$ cat src/rtl/eth_pkg.sv
// Shared definitions for the Ethernet link-speed controller: speed codes,
// FSM state encodings and per-speed transmit divider constants.
package eth_pkg;

  typedef enum logic [1:0] {
    SPEED_10   = 2'b00,
    SPEED_100  = 2'b01,
    SPEED_1000 = 2'b10,
    SPEED_RSVD = 2'b11
  } speed_e;

  typedef enum logic [2:0] {
    ST_RUN   = 3'd0,
    ST_PAUSE = 3'd1,
    ST_DRAIN = 3'd2,
    ST_GATED = 3'd3,
    ST_LOAD  = 3'd4
  } state_e;

  localparam int DIV_W = 6;

  localparam logic [DIV_W-1:0] P_10  = 6'd50;
  localparam logic [DIV_W-1:0] H_10  = 6'd25;
  localparam logic [DIV_W-1:0] Q_10  = 6'd12;
  localparam logic [DIV_W-1:0] P_100 = 6'd5;
  localparam logic [DIV_W-1:0] H_100 = 6'd2;
  localparam logic [DIV_W-1:0] Q_100 = 6'd1;

  typedef struct packed {
    logic [DIV_W-1:0] half;
    logic [DIV_W-1:0] quarter;
  } phase_t;

  // 1000M never runs the divider; a period of 1 keeps the counter pinned at 0.
  function automatic logic [DIV_W-1:0] period_of(input logic [1:0] speed);
    case (speed)
      SPEED_100:  period_of = P_100;
      SPEED_1000: period_of = 6'd1;
      default:    period_of = P_10;
    endcase
  endfunction

  function automatic phase_t phases_of(input logic [DIV_W-1:0] period);
    case (period)
      P_10:    phases_of = '{half: H_10,  quarter: Q_10};
      P_100:   phases_of = '{half: H_100, quarter: Q_100};
      default: phases_of = '{half: period >> 1, quarter: period >> 2};
    endcase
  endfunction

endpackage

$ cat src/rtl/eth_speed_ctrl_clk_gen.sv
// Transmit clock divider: wrapping period counter with registered tx_clk and
// tx_clk90 compares; halt parks everything low, reload restarts from count 0.
module eth_clk_gen
  import eth_pkg::*;
(
  input  logic             rx_clk125,
  input  logic             reset,
  input  logic [DIV_W-1:0] period,
  input  logic             halt,
  input  logic             reload,
  output logic             tx_clk,
  output logic             tx_clk90,
  output logic             last
);

  logic [DIV_W-1:0] cnt_p0;
  logic [DIV_W-1:0] cnt_use;
  phase_t           ph;

  assign ph      = phases_of(period);
  assign cnt_use = reload ? '0 : cnt_p0;
  assign last    = (cnt_p0 == period - DIV_W'(1));

  // Stage p0 -> p1: counter compares land in the clock output registers.
  always_ff @(posedge rx_clk125 or posedge reset) begin
    if (reset) begin
      cnt_p0   <= '0;
      tx_clk   <= 1'b0;
      tx_clk90 <= 1'b0;
    end else if (halt) begin
      cnt_p0   <= '0;
      tx_clk   <= 1'b0;
      tx_clk90 <= 1'b0;
    end else begin
      cnt_p0   <= (cnt_use == period - DIV_W'(1)) ? '0 : cnt_use + DIV_W'(1);
      tx_clk   <= (cnt_use < ph.half);
      tx_clk90 <= (cnt_use >= ph.quarter) && (cnt_use < ph.quarter + ph.half);
    end
  end

endmodule

$ cat src/rtl/eth_speed_ctrl.sv
// Ethernet link-speed controller: pauses TX, drains and gates the divider,
// settles, then reloads the new period. Define ETH_SPEED_CTRL_TIMEOUT_EN for a tx_idle watchdog.
module eth_speed_ctrl
  import eth_pkg::*;
#(
  parameter int unsigned SETTLE_CYCLES = 16,
  parameter int unsigned IDLE_TIMEOUT  = 4096
) (
  input  logic       rx_clk125,
  input  logic       reset,
  input  logic [1:0] speed_req,
  input  logic       tx_idle,
  output logic       tx_pause,
  output logic [1:0] cur_speed,
  output logic       gmii_mode,
  output logic       busy,
  output logic       timeout_err,
  output logic       tx_clk,
  output logic       tx_clk90
);

  // One counter serves both the settle window and the idle watchdog.
  localparam int unsigned WAIT_MAX = (SETTLE_CYCLES > IDLE_TIMEOUT) ? SETTLE_CYCLES : IDLE_TIMEOUT;
  localparam int          WAIT_W   = $clog2(WAIT_MAX + 1);
  localparam logic [WAIT_W-1:0] SETTLE_LAST = WAIT_W'(SETTLE_CYCLES - 1);
`ifdef ETH_SPEED_CTRL_TIMEOUT_EN
  localparam logic [WAIT_W-1:0] IDLE_LAST = WAIT_W'(IDLE_TIMEOUT - 1);
`endif

  state_e            state;
  speed_e            target;
  speed_e            eff_speed;
  logic [WAIT_W-1:0] wait_cnt;
  logic [DIV_W-1:0]  div_period;
  logic              div_halt;
  logic              div_reload;
  logic              div_last;

  // During LOAD the divider already runs at the target rate so the first new edge follows LOAD directly.
  assign eff_speed  = (state == ST_LOAD) ? target : speed_e'(cur_speed);
  assign div_period = period_of(eff_speed);
  assign div_halt   = (state == ST_GATED) || (eff_speed == SPEED_1000);
  assign div_reload = (state == ST_LOAD);

  eth_clk_gen u_clk_gen (
    .rx_clk125 (rx_clk125),
    .reset     (reset),
    .period    (div_period),
    .halt      (div_halt),
    .reload    (div_reload),
    .tx_clk    (tx_clk),
    .tx_clk90  (tx_clk90),
    .last      (div_last)
  );

`ifndef ETH_SPEED_CTRL_TIMEOUT_EN
  assign timeout_err = 1'b0;
`endif

  always_ff @(posedge rx_clk125 or posedge reset) begin
    if (reset) begin
      state     <= ST_RUN;
      target    <= SPEED_10;
      cur_speed <= SPEED_10;
      tx_pause  <= 1'b0;
      busy      <= 1'b0;
      gmii_mode <= 1'b0;
      wait_cnt  <= '0;
`ifdef ETH_SPEED_CTRL_TIMEOUT_EN
      timeout_err <= 1'b0;
`endif
    end else begin
      unique case (state)
        ST_RUN: begin
          if ((speed_req != cur_speed) && (speed_req != SPEED_RSVD)) begin
            target   <= speed_e'(speed_req);
            tx_pause <= 1'b1;
            busy     <= 1'b1;
            wait_cnt <= '0;
            state    <= ST_PAUSE;
          end
        end
        ST_PAUSE: begin
          if (tx_idle) begin
            state <= ST_DRAIN;
          end
`ifdef ETH_SPEED_CTRL_TIMEOUT_EN
          else if (wait_cnt == IDLE_LAST) begin
            timeout_err <= 1'b1;
            state       <= ST_DRAIN;
          end else begin
            wait_cnt <= wait_cnt + WAIT_W'(1);
          end
`endif
        end
        // Stop only at the end of a period, where both clocks are already low.
        ST_DRAIN: begin
          if (div_last || (cur_speed == SPEED_1000)) begin
            gmii_mode <= 1'b0;
            wait_cnt  <= '0;
            state     <= ST_GATED;
          end
        end
        ST_GATED: begin
          if (wait_cnt == SETTLE_LAST) begin
            state <= ST_LOAD;
          end else begin
            wait_cnt <= wait_cnt + WAIT_W'(1);
          end
        end
        ST_LOAD: begin
          cur_speed <= target;
          gmii_mode <= (target == SPEED_1000);
          tx_pause  <= 1'b0;
          busy      <= 1'b0;
          state     <= ST_RUN;
        end
        default: begin
          state <= ST_RUN;
        end
      endcase
    end
  end

endmodule

$ cat config.mk
export PLATFORM = sky130hd
export DESIGN_NAME = eth_speed_ctrl
export DESIGN_NICKNAME = d
export VERILOG_FILES = /design/src/rtl/eth_pkg.sv /design/src/rtl/eth_speed_ctrl_clk_gen.sv /design/src/rtl/eth_speed_ctrl.sv
export SDC_FILE = /design/constraint.sdc
export NUM_CORES = 1
export LEC_CHECK = 0
export BUFFER_PORTS_ARGS = -buffer_cell sky130_fd_sc_hd__buf_2
export CAP_MARGIN = 20
export CORE_MARGIN = 1.5
export CORE_UTILIZATION = 40
export CTS_CLUSTER_DIAMETER = 200
export DETAILED_ROUTE_END_ITERATION = 10
export HOLD_SLACK_MARGIN = 0.15
export PLACE_DENSITY_LB_ADDON = 0.08
export RECOVER_POWER = 50
export SLEW_MARGIN = 20
export SYNTH_ARGS = -nofsm -noshare
export SYNTH_HDL_FRONTEND = slang
export SYNTH_SLANG_ARGS = --single-unit
$ cat constraint.sdc
create_clock -name rx_clk125 -period 3.58 [get_ports rx_clk125]
set_clock_uncertainty 0.2 [all_clocks]
set_input_delay 0.716 -clock rx_clk125 [delete_from_list [all_inputs] [get_ports rx_clk125]]
set_output_delay 0.716 -clock rx_clk125 [all_outputs]
set_load 0.1 [all_outputs]
==> reports/results.txt, run 1 <==
asr flop ratio synth: 1.00
first-pass GRT wire length: 7440 um
Final Critical Period: 3.39 ns
Vias/cell: 5.76
peak fanout along the critical path: 7
CP Capture Type: flip-flop
vias in the first global route: 1,546
share of cells above drive strength 1: 0.153
final wirelength: 4340 um
Max clock buf depth: 2
Die Wd: 72.7 um
Yosys cell types: 49
synthesized net count: 233
number of synthesized register bits: 30
Setup CP Type: reg2reg
Std-Cell Rows: 25
placed wire-length estimate: 3100 um
Area contributors post-synth: dfrtp_1 39%, ha_1 8.4%, nor2_1 3.7%
crit path DAT: 3.36 ns
number of buffers created by CTS: 5
Final #Nets: 246
die height: 72.7 um
DR pass1 iterations: 4
top_reg_cell synth: dfrtp_1
post-DR wirelength/cell: 15.3 um
IO Pins: 13
Pins Over Slew Limit: 0
leakage power: 1.02 nW
synthesized area: 0.00195 sq mm
reg2reg setup slack: 0.19 ns
CTS Sinks: 30
sequential element share of the synthesized area: 0.386
Critical Path Source: state[0]
Area Growth Syn to Fin: 9.58%
delay of the slowest cell on the worst path: 0.51 ns
CTS tree: yes
period utilization: 0.948
largest net degree at the start of global routing: 18
DR vias: 1,631
Max VDD drop: 0.127 mV
Util after Layout: 0.454
starting density of the core: 0.415
number of synthesized flops with an enable pin: 0
Worst path slowest cell: or4_4
max_slew headroom: 0.374
root buffer cell: clkbuf_8
area of the core: 0.00469 sq mm
Worst EP required: 3.55 ns
Max Cap Viol: 0
status: finished, final reports clean
startpoint types: flip-flop
final hold vios: 0
count leader, synth: dfrtp_1
Port Buffer Count: 11
Mapped Avg Cell Area: 9.05 sq um
Ys Warns: 0
Worst Setup EP: wait_cnt[3]
PwrDens: 302 mW/mm^2
cell mode on critical path: nor2_1
reg2reg end: wait_cnt[3]
fillers: 451
Antenna Violating Nets Remaining: 0
Remaining DRCs: 0
post-route setup TNS: 0 ns
Clock transition at path regs: 0.07 ns
Reg-to-Reg Start: state[0]
Die ar.: 0.00529 sq mm
Final GP Congestion: 0.817
# hold bufs at CTS: 0
Tot GR Track Use: 0.183
setup bufs post-CTS: 0
Post-synth top cells: 30 x dfrtp_1, 19 x nor2_1, 17 x nand2_1
Worst-Skew Late Latency: 0.28 ns
RSZ-0062 raised after global routing: no
GR Overflow Total: 0
hold crit path type: in2async
DRT iter0 DRCs: 102
final setup violation count: 0
H-tree levels: 2
post-cts resize count: 0
antenna violations before repair: 0
Mapped Cells: 215
Max Freq: 295 MHz
area leader, netlist: dfrtp_1
measured slew at the worst slew-check pin: 0.940 ns
Yosys top cell area share: 0.386
worst reg2reg path depth: 11
antenna cell count: 0
CP Cell Sequence: nor2_1 > and2_2 > nor2_1 > a21o_1 > inv_1 > ha_1 > or4_4 > a2111oi_4 > nor3_1 > or2_1 > a311o_1
sequential cells by signal (all words and copies together) (netlist names):
name	flops
u_clk_gen.tx_clk90	1
wait_cnt	13
u_clk_gen.tx_clk	1
state	3
target	2
gmii_mode	1
busy	1
cur_speed	2
u_clk_gen.cnt_p0	6
cell type report:
cell class | count | area [sq um] | area share
Timing Repair Buffer | 15 | 81.3 | 0.0381
Tap cell | 54 | 67.6 | 0.0317
Clock inverter | 1 | 5.00 | 0.00235
Multi-Input combinational cell | 160 | 1080 | 0.506
Clock buffer | 7 | 86.3 | 0.0405
Sequential cell | 30 | 752 | 0.353
Inverter | 16 | 60.1 | 0.0282
metal layers:
layer	vias up	track usage	wire length, um
met1	793	0.248	2160
met2	29	0.284	2000
met3	4	0.0442	140
met4	0	0.0650	36
met5	-	0	0
li1	805	-	-
worst min path at each step:
stage	slack (ns)	startpoint	endpoint
floorplan	0.29	wait_cnt[0]	wait_cnt[0]
global placement	0.27	busy	busy
detailed placement	0.31	wait_cnt[0]	wait_cnt[0]
CTS	0.27	reset	wait_cnt[2]
global route	0.30	reset	wait_cnt[7]
finish	0.26	reset	wait_cnt[2]
per-stage QoR:
| step | instance area, sq um | instances | power (W) | hold WS [ns] | setup WS, ns |
|---|---|---|---|---|---|
| floorplan | 1950 | 215 | 0.000362 | 0.292 | 0.0108 |
| global placement | 2040 | 275 | 0.000367 | 0.274 | 0.276 |
| detailed placement | 2040 | 275 | 0.000367 | 0.314 | 0.198 |
| CTS | 2130 | 283 | 0.000656 | 0.273 | 0.140 |
| global route | 2130 | 283 | 0.000673 | 0.297 | 0.00562 |
| finish | 2130 | 283 | 0.000644 | 0.260 | 0.188 |
critical path, delay by kind of cell (launching register included):
family | cells | cell delay [ns]
fa+ha+maj | 1 | 0.27
compound gates | 3 | 0.89
buf+inv | 1 | 0.08
simple gates | 6 | 1.40
flops | 1 | 0.44
cell usage in the layout (no fill, tap or decap), drive strengths merged, types with 5 or more instances in the layout:
master	count
buf	14
nand3	11
clkbuf	8
nor2	19
inv	16
a21oi	6
and3	6
a31o	6
nor3	8
o211ai	7
nand2	17
ha	13
nor2b	5
and2	6
dfrtp	30
o21ai	9
report_power, final:
group	switching (W)	total [W]	internal, W
Combinational	0.0000138	0.0000184	0.00000453
Clock	0.000129	0.000284	0.000155
Sequential	0.00000109	0.000342	0.000340
logic make-up after synthesis:
kind of cell / share of synthesized area
xor+xnor: 0.0225
buf+inv: 0.0598
compound gates: 0.178
other cells: 0.00193
flops: 0.386
simple gates: 0.251
mux: 0.0167
fa+ha+maj: 0.0836
Note: power is estimated with default switching activity, not from simulation.
==> run 2, diff against run 1 <==
--- a/config.mk
+++ b/config.mk
@@ -5,12 +5,13 @@
 export SDC_FILE = /design/constraint.sdc
 export NUM_CORES = 1
 export LEC_CHECK = 0
-export BUFFER_PORTS_ARGS = -buffer_cell sky130_fd_sc_hd__buf_2
+export ABC_AREA = 1
 export CAP_MARGIN = 20
 export CORE_MARGIN = 1.5
 export CORE_UTILIZATION = 40
 export CTS_CLUSTER_DIAMETER = 200
 export DETAILED_ROUTE_END_ITERATION = 10
+export DONT_BUFFER_PORTS = 1
 export HOLD_SLACK_MARGIN = 0.15
 export PLACE_DENSITY_LB_ADDON = 0.08
 export RECOVER_POWER = 50
==> reports/results.txt, run 2 <==
number of synthesized register bits: 30
DRT iter0 DRCs: 100
area leader, netlist: dfrtp_1
Worst-Skew Late Latency: 0.28 ns
crit path DAT: 2.99 ns
Area contributors post-synth: dfrtp_1 37%, nand2_1 15%, ha_1 8.0%
global route hottest layer: met2
Remaining DRCs: 0
Antenna Violating Nets Remaining: 0
antenna violations before repair: 0
Yosys top cell area share: 0.370
Die Wd: 74.2 um
RSZ-0062 raised after global routing: no
post-DR wirelength/cell: 11.9 um
asr flop ratio synth: 1.00
sequential element share of the synthesized area: 0.370
Setup CP Type: reg2reg
Std-Cell Rows: 25
measured slew at the worst slew-check pin: 1.26 ns
CTS tree: yes
leading cell type in the layout, fill and taps excluded: nand2_1
Biggest register: wait_cnt
Yosys cell types: 29
synthesized net count: 304
H-tree levels: 2
leakage power: 1.20 nW
status: finished, final reports clean
CP Capture Type: flip-flop
synthesized area: 0.00203 sq mm
Port Buffer Count: 0
share of cells above drive strength 1: 0.0853
post-cts resize count: 0
die height: 74.2 um
setup bufs post-CTS: 0
Clock transition at path regs: 0.07 ns
count leader, synth: nand2_1
routing usage on met2: 0.280
placed wire-length estimate: 3260 um
Mapped Avg Cell Area: 7.10 sq um
Post-synth top cells: 80 x nand2_1, 40 x inv_1, 34 x nor2_1
Ys Warns: 0
number of buffers created by CTS: 5
Area Growth Syn to Fin: 7.77%
post-route setup TNS: 0 ns
number of synthesized flops with an enable pin: 0
Max Cap Viol: 0
Final #Nets: 310
final hold vios: 0
Max Freq: 331 MHz
Max clock buf depth: 2
Vias/cell: 4.77
max reg flops: 13
met3 Use GR: 0.0474
Final GP Congestion: 0.845
starting density of the core: 0.421
Tot GR Track Use: 0.183
final wirelength: 4270 um
GR Overflow Total: 0
vias in the first global route: 1,636
largest net degree at the start of global routing: 20
max_slew headroom: 0.161
final setup violation count: 0
area of the core: 0.00482 sq mm
antenna cell count: 0
# hold bufs at CTS: 0
Top Registers: wait_cnt (13), u_clk_gen.cnt_p0 (6), state (3)
post-route non-filler standard cell count: 360
reg2reg end: u_clk_gen.cnt_p0[0]
top_reg_cell synth: dfrtp_1
Tot Pwr: 0.00201 W
PwrDens: 918 mW/mm^2
peak fanout along the critical path: 16
Die ar.: 0.00551 sq mm
Reg-to-Reg Start: state[1]
met1 Usage GRT: 0.253
hold crit path type: in2async
startpoint types: flip-flop
reg2reg setup slack: 0.56 ns
Final Critical Period: 3.02 ns
DR pass1 iterations: 4
DP Cell Count: 352
root buffer cell: clkbuf_8
Mapped Cells: 286
IO Pins: 13
DR vias: 1,716
first-pass GRT wire length: 7690 um
worst reg2reg path depth: 13
Worst EP required: 3.55 ns
Pins Over Slew Limit: 0
commonest non-fill, non-tap cells in the layout: 80 x nand2_1, 40 x inv_1, 34 x nor2_1
period utilization: 0.844
Max VDD drop: 0.608 mV
CTS Sinks: 30
[run 2: cell count changes in the layout (fill, tap and decap cells not counted), moves of 5 or more]
cell      previous run  this run
o21ai_0              8        14
inv_1               16        40
nor2b_1              5         0
nor2_1              19        34
and3_1               6         0
and2_1               5         0
o211ai_1             7         2
nor3_1               8         3
nand2_1             17        80
buf_2               11         0
nand3_1             11        21
[run 2: kinds of logic (layout without fill, tap and decap cells)]
family	Yosys count	in the layout	share of synthesized area
DFF	30	30	0.370
other	1	1	0.00185
xor gates and xnor gates	4	4	0.0173
buffers and inverters	46	53	0.0968
adders and majority gates	13	13	0.0801
AOI/OAI and AO/OA	31	31	0.0820
and+or+nand+nor	161	161	0.352
[run 2: worst max-delay path, cell delays in order (launching register included)]
cell and delay [ns]:
dfrtp_1 0.43, nor2_1 0.13, nand2_2 0.20, or2_2 0.35, o21ai_0 0.12, inv_1 0.12, ha_1 0.38, inv_1 0.15
ha_1 0.32, inv_1 0.05, o21ai_0 0.15, nand3_1 0.10, nand2_1 0.15, nor2_1 0.06
[run 2: how the worst max path moves through the flow]
| stage | startpoint | endpoint | slack, ns | depth (start not counted) |
|---|---|---|---|---|
| CTS | state[1] | u_clk_gen.cnt_p0[0] | 0.58 | 13 |
| global route | state[1] | wait_cnt[0] | 0.23 | 14 |
| floorplan | cur_speed[1] | u_clk_gen.tx_clk90 | 0.82 | 12 |
| finish | state[1] | u_clk_gen.cnt_p0[0] | 0.56 | 13 |
| global placement | state[0] | u_clk_gen.cnt_p0[2] | 0.61 | 13 |
| detailed placement | state[1] | u_clk_gen.cnt_p0[0] | 0.58 | 13 |
[run 2: final cells by class]
class | count | area (sq um)
clock buffers | 6 | 82.6
multi-input cells | 210 | 1080
clock inverters | 2 | 12.5
flip-flops and latches | 30 | 752
well taps | 67 | 83.8
inverters | 42 | 159
fillers | 528 | 2630
repair buffers | 3 | 15.0
[run 2: power by group]
part / total [W] / internal [W] / switching [W]
clock network: 0.000291 / 0.000154 / 0.000136
logic: 0.00106 / 0.000339 / 0.000721
registers: 0.000657 / 0.000423 / 0.000234
total: 0.00201 / 0.000916 / 0.00109
[run 2: layer usage]
metal / vias to the layer above / wire (um)
met1: 768 / 2220
met5: - / 0
met3: 5 / 166
met2: 29 / 1830
met4: 0 / 58
li1: 914 / -
[run 2: through the flow]
step | util | hold WS (ns) | area, sq um | setup WS [ns]
global route | 0.454 | 0.326 | 2190 | 0.232
detailed placement | 0.436 | 0.278 | 2100 | 0.583
finish | 0.454 | 0.255 | 2190 | 0.559
floorplan | - | 0.246 | 2030 | 0.823
global placement | 0.436 | 0.275 | 2100 | 0.608
CTS | 0.456 | 0.285 | 2190 | 0.579
